$ cat src/rtl/arb_req_queue.sv
// arb_req_queue: per-client request FIFOs that sit directly in front of
// rr_arbiter. A client's request is raised while its FIFO holds data, and
// is held stable until granted. The granted head entry is popped and
// presented downstream one cycle later.
// Optional assertion/cover set: define ARB_REQ_QUEUE_SVA_EN.
module arb_req_queue #(
  parameter int unsigned CLIENTS = 32,
  parameter int unsigned DEPTH   = 4,
  parameter int unsigned DATA_W  = 8
) (
  input  logic                         clock,
  input  logic                         reset,
  input  logic [CLIENTS-1:0]           push,
  input  logic [CLIENTS*DATA_W-1:0]    push_data,
  output logic [CLIENTS-1:0]           full,
  output logic [CLIENTS-1:0]           request,
  input  logic [CLIENTS-1:0]           grant,
  input  logic                         stall,
  output logic                         out_valid,
  output logic [$clog2(CLIENTS)-1:0]   out_client,
  output logic [DATA_W-1:0]            out_data,
  output logic [CLIENTS-1:0]           overflow,
  output logic                         grant_err
);

  localparam int unsigned PTR_W = $clog2(DEPTH);
  localparam int unsigned CNT_W = PTR_W + 1;
  localparam int unsigned IDX_W = $clog2(CLIENTS);

  logic [CLIENTS-1:0] pop;
  logic [CLIENTS-1:0] push_ok;
  logic               grant_multi;
  logic               grant_unreq;
  logic               grant_bad;
  logic [DATA_W-1:0]  head [CLIENTS];
  logic [IDX_W-1:0]   pop_idx;
  logic [DATA_W-1:0]  pop_data;

  // Qualify grants: an illegal grant vector pops nothing on any client.
  always_comb begin
    grant_multi = (grant & (grant - CLIENTS'(1))) != '0;
    grant_unreq = (grant & ~request) != '0;
    grant_bad   = grant_multi || grant_unreq;
    pop         = (stall || grant_bad) ? '0 : (grant & request);
    push_ok     = push & (~full | pop);
  end

  for (genvar g = 0; g < CLIENTS; g++) begin : g_fifo
    logic [DATA_W-1:0] mem [DEPTH];
    logic [PTR_W-1:0]  rd_ptr;
    logic [PTR_W-1:0]  wr_ptr;
    logic [CNT_W-1:0]  count;

    // Payload storage; contents are don't-care while the entry is unused.
    always_ff @(posedge clock) begin
      if (push_ok[g]) mem[wr_ptr] <= push_data[g*DATA_W +: DATA_W];
    end

    // Pointer and occupancy update; DEPTH is a power of two so pointers wrap naturally.
    always_ff @(posedge clock or posedge reset) begin
      if (reset) begin
        rd_ptr <= '0;
        wr_ptr <= '0;
        count  <= '0;
      end else begin
        if (pop[g])     rd_ptr <= rd_ptr + PTR_W'(1);
        if (push_ok[g]) wr_ptr <= wr_ptr + PTR_W'(1);
        case ({push_ok[g], pop[g]})
          2'b10:   count <= count + CNT_W'(1);
          2'b01:   count <= count - CNT_W'(1);
          default: count <= count;
        endcase
      end
    end

    assign request[g] = (count != '0);
    assign full[g]    = (count == CNT_W'(DEPTH));
    assign head[g]    = mem[rd_ptr];

`ifdef ARB_REQ_QUEUE_SVA_EN
    a_req_hold: assert property (@(posedge clock) disable iff (reset)
      request[g] && !grant[g] |=> request[g]);
    a_pop_dec: assert property (@(posedge clock) disable iff (reset)
      request[g] && grant[g] && !stall && $onehot0(grant) && !push_ok[g]
      |=> count == $past(count) - CNT_W'(1));
    a_cnt_max: assert property (@(posedge clock) disable iff (reset)
      count <= CNT_W'(DEPTH));
    c_full: cover property (@(posedge clock) disable iff (reset) full[g]);
    c_full_pushpop: cover property (@(posedge clock) disable iff (reset)
      full[g] && push_ok[g] && pop[g]);
`endif
  end

  // Select the popped client's index and head entry (pop is one-hot or zero).
  always_comb begin
    pop_idx  = '0;
    pop_data = '0;
    for (int unsigned i = 0; i < CLIENTS; i++) begin
      if (pop[i]) begin
        pop_idx  = i[IDX_W-1:0];
        pop_data = head[i];
      end
    end
  end

  // Registered downstream output; data/client hold between pops.
  always_ff @(posedge clock or posedge reset) begin
    if (reset) begin
      out_valid  <= 1'b0;
      out_client <= '0;
      out_data   <= '0;
    end else begin
      out_valid <= |pop;
      if (|pop) begin
        out_client <= pop_idx;
        out_data   <= pop_data;
      end
    end
  end

  // Sticky error flags, cleared only by reset.
  always_ff @(posedge clock or posedge reset) begin
    if (reset) begin
      overflow  <= '0;
      grant_err <= 1'b0;
    end else begin
      overflow <= overflow | (push & full & ~pop);
      if (grant_bad && !stall) grant_err <= 1'b1;
    end
  end

`ifdef ARB_REQ_QUEUE_SVA_EN
  a_out_valid: assert property (@(posedge clock) disable iff (reset)
    (|pop) |=> out_valid);
  a_out_quiet: assert property (@(posedge clock) disable iff (reset)
    !(|pop) |=> !out_valid);
  a_grant_onehot: assert property (@(posedge clock) disable iff (reset)
    $onehot0(grant));
`endif

endmodule

$ cat config.mk
export PLATFORM = sky130hd
export DESIGN_NAME = arb_req_queue
export DESIGN_NICKNAME = d
export VERILOG_FILES = /design/src/rtl/arb_req_queue.sv
export SDC_FILE = /design/constraint.sdc
export NUM_CORES = 2
export LEC_CHECK = 0
export CAP_MARGIN = 10
export CORE_MARGIN = 1
export CORE_UTILIZATION = 60
export CTS_BUF_LIST = sky130_fd_sc_hd__clkbuf_4 sky130_fd_sc_hd__clkbuf_8 sky130_fd_sc_hd__clkbuf_16
export DETAILED_ROUTE_END_ITERATION = 16
export GPL_TIMING_DRIVEN = 0
export PLACE_DENSITY_LB_ADDON = 0.05
export SLEW_MARGIN = 25
export SYNTH_ARGS = -nofsm -noshare
export SYNTH_HDL_FRONTEND = slang
export SYNTH_SLANG_ARGS = --single-unit
$ cat constraint.sdc
create_clock -name clock -period 25.1 [get_ports clock]
set_clock_uncertainty 0.05 [all_clocks]
set_input_delay 7.53 -clock clock [delete_from_list [all_inputs] [get_ports clock]]
set_output_delay 7.53 -clock clock [all_outputs]
set_load 0.05 [all_outputs]
==> flow_summary_export.csv <==
group,metric,value,unit
worst_setup_path,crit_required,25.44,ns
synth,ys.flop_type,"edfxtp_1",
cts,path_clk_slew,0.06,ns
synth,syn_area_per_cell,16.2,sq um
floorplan,die_w,307,microns
hold_path,hp-start,"grant_err",
synth,syn-num-nets,3926,
job,drv_cap,0,
timing,tightest_slew,1.07,ns
power,power.total,6.57,mW
worst_setup_path,start_kind,"input pin",
power,power_density,98.9,nW/um^2
global_routing,grt_pass1_wl,222,mm
detailed_routing,wl_per_cell,28.7,microns
layout,nets,4485,
global_routing,overflow,0,
floorplan,core-area,91900,sq um
placement,placedCellCount,5107,
global_routing,grt_max_degree,84,
outcome,status,"completed",
timing,rsz0062_at_grt,"no",
power,power_leakage,23.3,nW
worst_setup_path,end_kind,"flip-flop",
worst_setup_path,cp_max_fo,10,
cts,post_cts_resized,0,
placement,portBuffers,417,
synth,syn_inst,3443,
floorplan,num_rows,111,
detailed_routing,drc,0,
cts,cts_tree,"done",
worst_setup_path,r2r_start,"g_fifo[10].count[2]",
synth,synthArstFlopShare,0.209,
hold_path,hold_path_depth,1,
worst_setup_path,path_class,"in2reg",
timing,maxSlewViolCount,0,
placement,dp_hpwl,113,mm
worst_setup_path,path_common_cell,"clkbuf_1",
detailed_routing,vias,33822,
layout,drive_above_1_share,0.148,
cts,cts_setup_buffers,0,
detailed_routing,final_antenna_net_count,0,
global_routing,antenna_found_initial,36,
layout,area_growth,18.8,%
detailed_routing,drt-total-wl,155,mm
hold_path,min_path_type,"reg2reg",
synth,syn-cell-area,55900,sq um
worst_setup_path,r2r_end,"g_fifo[19].mem[2][1]",
timing,finalSetupViolations,0,
floorplan,die_y,307,microns
cts,hold_buffers,0,
timing,finalSetupTns,0,ns
cts,clk_latency,0.76,ns
timing,fin_crit_sh,0.505,
detailed_routing,first_pass_iters,6,
worst_setup_path,crit_buf_inv,5,
worst_setup_path,crit_chain,"clkdlybuf4s50_1 -> inv_1 -> clkbuf_1 -> nand4_1 -> o21ai_0 -> nor4b_1 -> and3_1 -> clkbuf_1 -> clkbuf_1 -> nand4_1 -> a21boi_2 -> and2_1",
worst_setup_path,r2r_setup_slack,19.80,ns
synth,synth.distinct_cells,90,
worst_setup_path,critPathTopFamily,"buffers and inverters",
power,ir_drop,0.0912,mV
cts,cts_root_buffer,"clkbuf_16",
global_routing,grt_usage,0.331,
worst_setup_path,critPathMaxStageDelay,0.71,ns
timing,slew_headroom,0.288,
hold_path,hold_end,"grant_err",
global_routing,grt_pass1_vias,33654,
synth,synth-seq-cells,1295,
detailed_routing,drtIter0Drc,4115,
cts,htreeDepth,4,
floorplan,io_pins,434,
synth,yosysSeqAreaShare,0.671,
cts,cts_sinks,1295,
worst_setup_path,cp.arrival,13.01,ns
detailed_routing,vias_per_cell,6.28,
worst_setup_path,cp_slowest_cell,"clkbuf_1",
floorplan,die_area,94400,sq um
cts,cts_buffers,136,
layout,fin_util,0.722,
synth,synth_edf_count,1024,
floorplan,initial_core_util,0.608,
timing,hold_violations,0,
layout,fin_cells,5384,
timing,period_needed,12.66,ns
cts,ctsLongestPathBuffers,3,
timing,clock.fmax,0.0790,GHz
worst_setup_path,r2r_cells,10,
synth,synth_warnings,0,
placement,place.gp.congestion,0.919,
layout,fill_cells,6009,
## Yosys cell counts, types with 8 or more instances
cell type / number / share of area
and3_1: 38 / 0.0043
a32o_1: 15 / 0.0027
a31oi_1: 20 / 0.0022
o22a_1: 11 / 0.0017
or4_1: 19 / 0.0026
nand3_1: 43 / 0.0038
mux2i_1: 28 / 0.0050
inv_1: 192 / 0.013
mux4_2: 251 / 0.10
o22ai_1: 32 / 0.0036
nor2_1: 110 / 0.0074
mux2_2: 14 / 0.0028
or3_1: 36 / 0.0040
xor2_1: 13 / 0.0020
dfrtp_1: 271 / 0.12
a21oi_1: 96 / 0.0086
ha_1: 128 / 0.029
a211oi_1: 32 / 0.0043
nand3b_1: 13 / 0.0017
o21ai_0: 95 / 0.0085
buf_1: 21 / 0.0014
clkbuf_1: 106 / 0.0071
o211ai_1: 10 / 0.0013
fa_1: 32 / 0.011
a22o_1: 8 / 0.0013
nand2b_1: 16 / 0.0018
o31ai_1: 11 / 0.0015
nand4_1: 37 / 0.0041
a21boi_1: 14 / 0.0019
a22oi_1: 28 / 0.0038
xnor2_1: 140 / 0.022
nor3b_1: 11 / 0.0015
nand2_1: 140 / 0.0094
a21oi_2: 9 / 0.0014
nor3_1: 27 / 0.0024
a31o_2: 30 / 0.0047
nor4_1: 14 / 0.0016
and2_1: 132 / 0.015
or4_4: 10 / 0.0020
o21a_1: 18 / 0.0024
buf_2: 10 / 0.00090
edfxtp_1: 1024 / 0.55
## worst max-delay path by stage
stage	slack, ns	startpoint	cells past startpoint	end
after global routing	12.16	grant[16]	12	g_fifo[19].mem[0][7]
after CTS	12.50	grant[16]	12	g_fifo[19].mem[2][1]
after global placement	4.81	reset	2	g_fifo[13].wr_ptr[0]
after floorplan	10.05	reset	1	g_fifo[0].count[0]
after detailed placement	11.74	grant[16]	12	g_fifo[19].mem[2][1]
final	12.44	grant[16]	12	g_fifo[19].mem[2][1]
## where the power goes
part / switching [mW] / internal (mW) / total (mW)
clock network: 0.831 / 1.22 / 2.05
logic: 0.976 / 0.532 / 1.51
registers: 0.189 / 2.82 / 3.01
total: 2.00 / 4.57 / 6.57
## cells in the final DEF (no fill, tap or decap), types with 95 or more instances in the layout
cell type | netlist | final
o21ai_0 | 95 | 95
clkbuf_1 | 106 | 105
nand2_1 | 140 | 140
a21oi_1 | 96 | 96
nor2_1 | 110 | 110
and2_1 | 132 | 132
edfxtp_1 | 1024 | 1024
clkdlybuf4s50_1 | 0 | 417
xnor2_1 | 140 | 140
dfrtp_1 | 271 | 271
mux4_2 | 251 | 251
clkbuf_16 | 0 | 144
ha_1 | 128 | 128
inv_1 | 192 | 191
## layout make-up
cell class | count | area [sq um] | area share
repair buffers | 421 | 4260 | 0.0642
clock buffers | 196 | 4080 | 0.0613
multi-input cells | 1805 | 17100 | 0.257
diodes | 24 | 60.1 | 0.000904
well taps | 1243 | 1560 | 0.0234
plain buffers | 145 | 607 | 0.00914
clock inverters | 57 | 523 | 0.00787
flip-flops and latches | 1295 | 37500 | 0.565
inverters | 198 | 751 | 0.0113
## stage by stage
stage	worst slack [ns]	hold WS, ns	instance area [sq um]
floorplan	10.05	0.398	55900
global placement	4.81	0.391	61600
detailed placement	11.74	0.400	61800
CTS	12.50	0.408	66400
global route	12.16	0.431	66400
finish	12.44	0.405	66400
## metal layers
metal  vias to the layer above  GRT usage  share of wire
met5                         -          0         0.0014
met4                        34      0.121          0.034
met3                       327     0.0996           0.11
met2                      1680      0.523           0.48
met1                     17320      0.438           0.38
li1                      14461          -              -
## state kept, by name (all words and copies together), names as in the netlist
register / cells
g_fifo.count: 96
g_fifo.mem: 1024
out_data: 8
overflow: 32
out_client: 5
g_fifo.rd_ptr: 64
grant_err: 1
g_fifo.wr_ptr: 64
out_valid: 1
## cell families after synthesis
kind of cell | Yosys count | synth area share
buffers and inverters | 343 | 0.0241
XOR/XNOR | 153 | 0.0240
flip-flops | 1295 | 0.671
multiplexers | 294 | 0.109
AO/OA/AOI/OAI | 501 | 0.0612
adder cells (fa/ha/maj) | 160 | 0.0401
AND/OR/NAND/NOR | 697 | 0.0702
## worst reg2reg max path: stages (launching register included)
cell	delay, ns
dfrtp_1	0.40
nor3_1	0.18
a2111oi_0	0.59
o2111ai_1	0.21
nor4b_1	0.44
and3_1	0.21
clkbuf_1	0.33
clkbuf_1	0.72
nand4_1	0.71
a21boi_2	0.61
and2_1	0.48
Power figures use the tool's default switching activity.
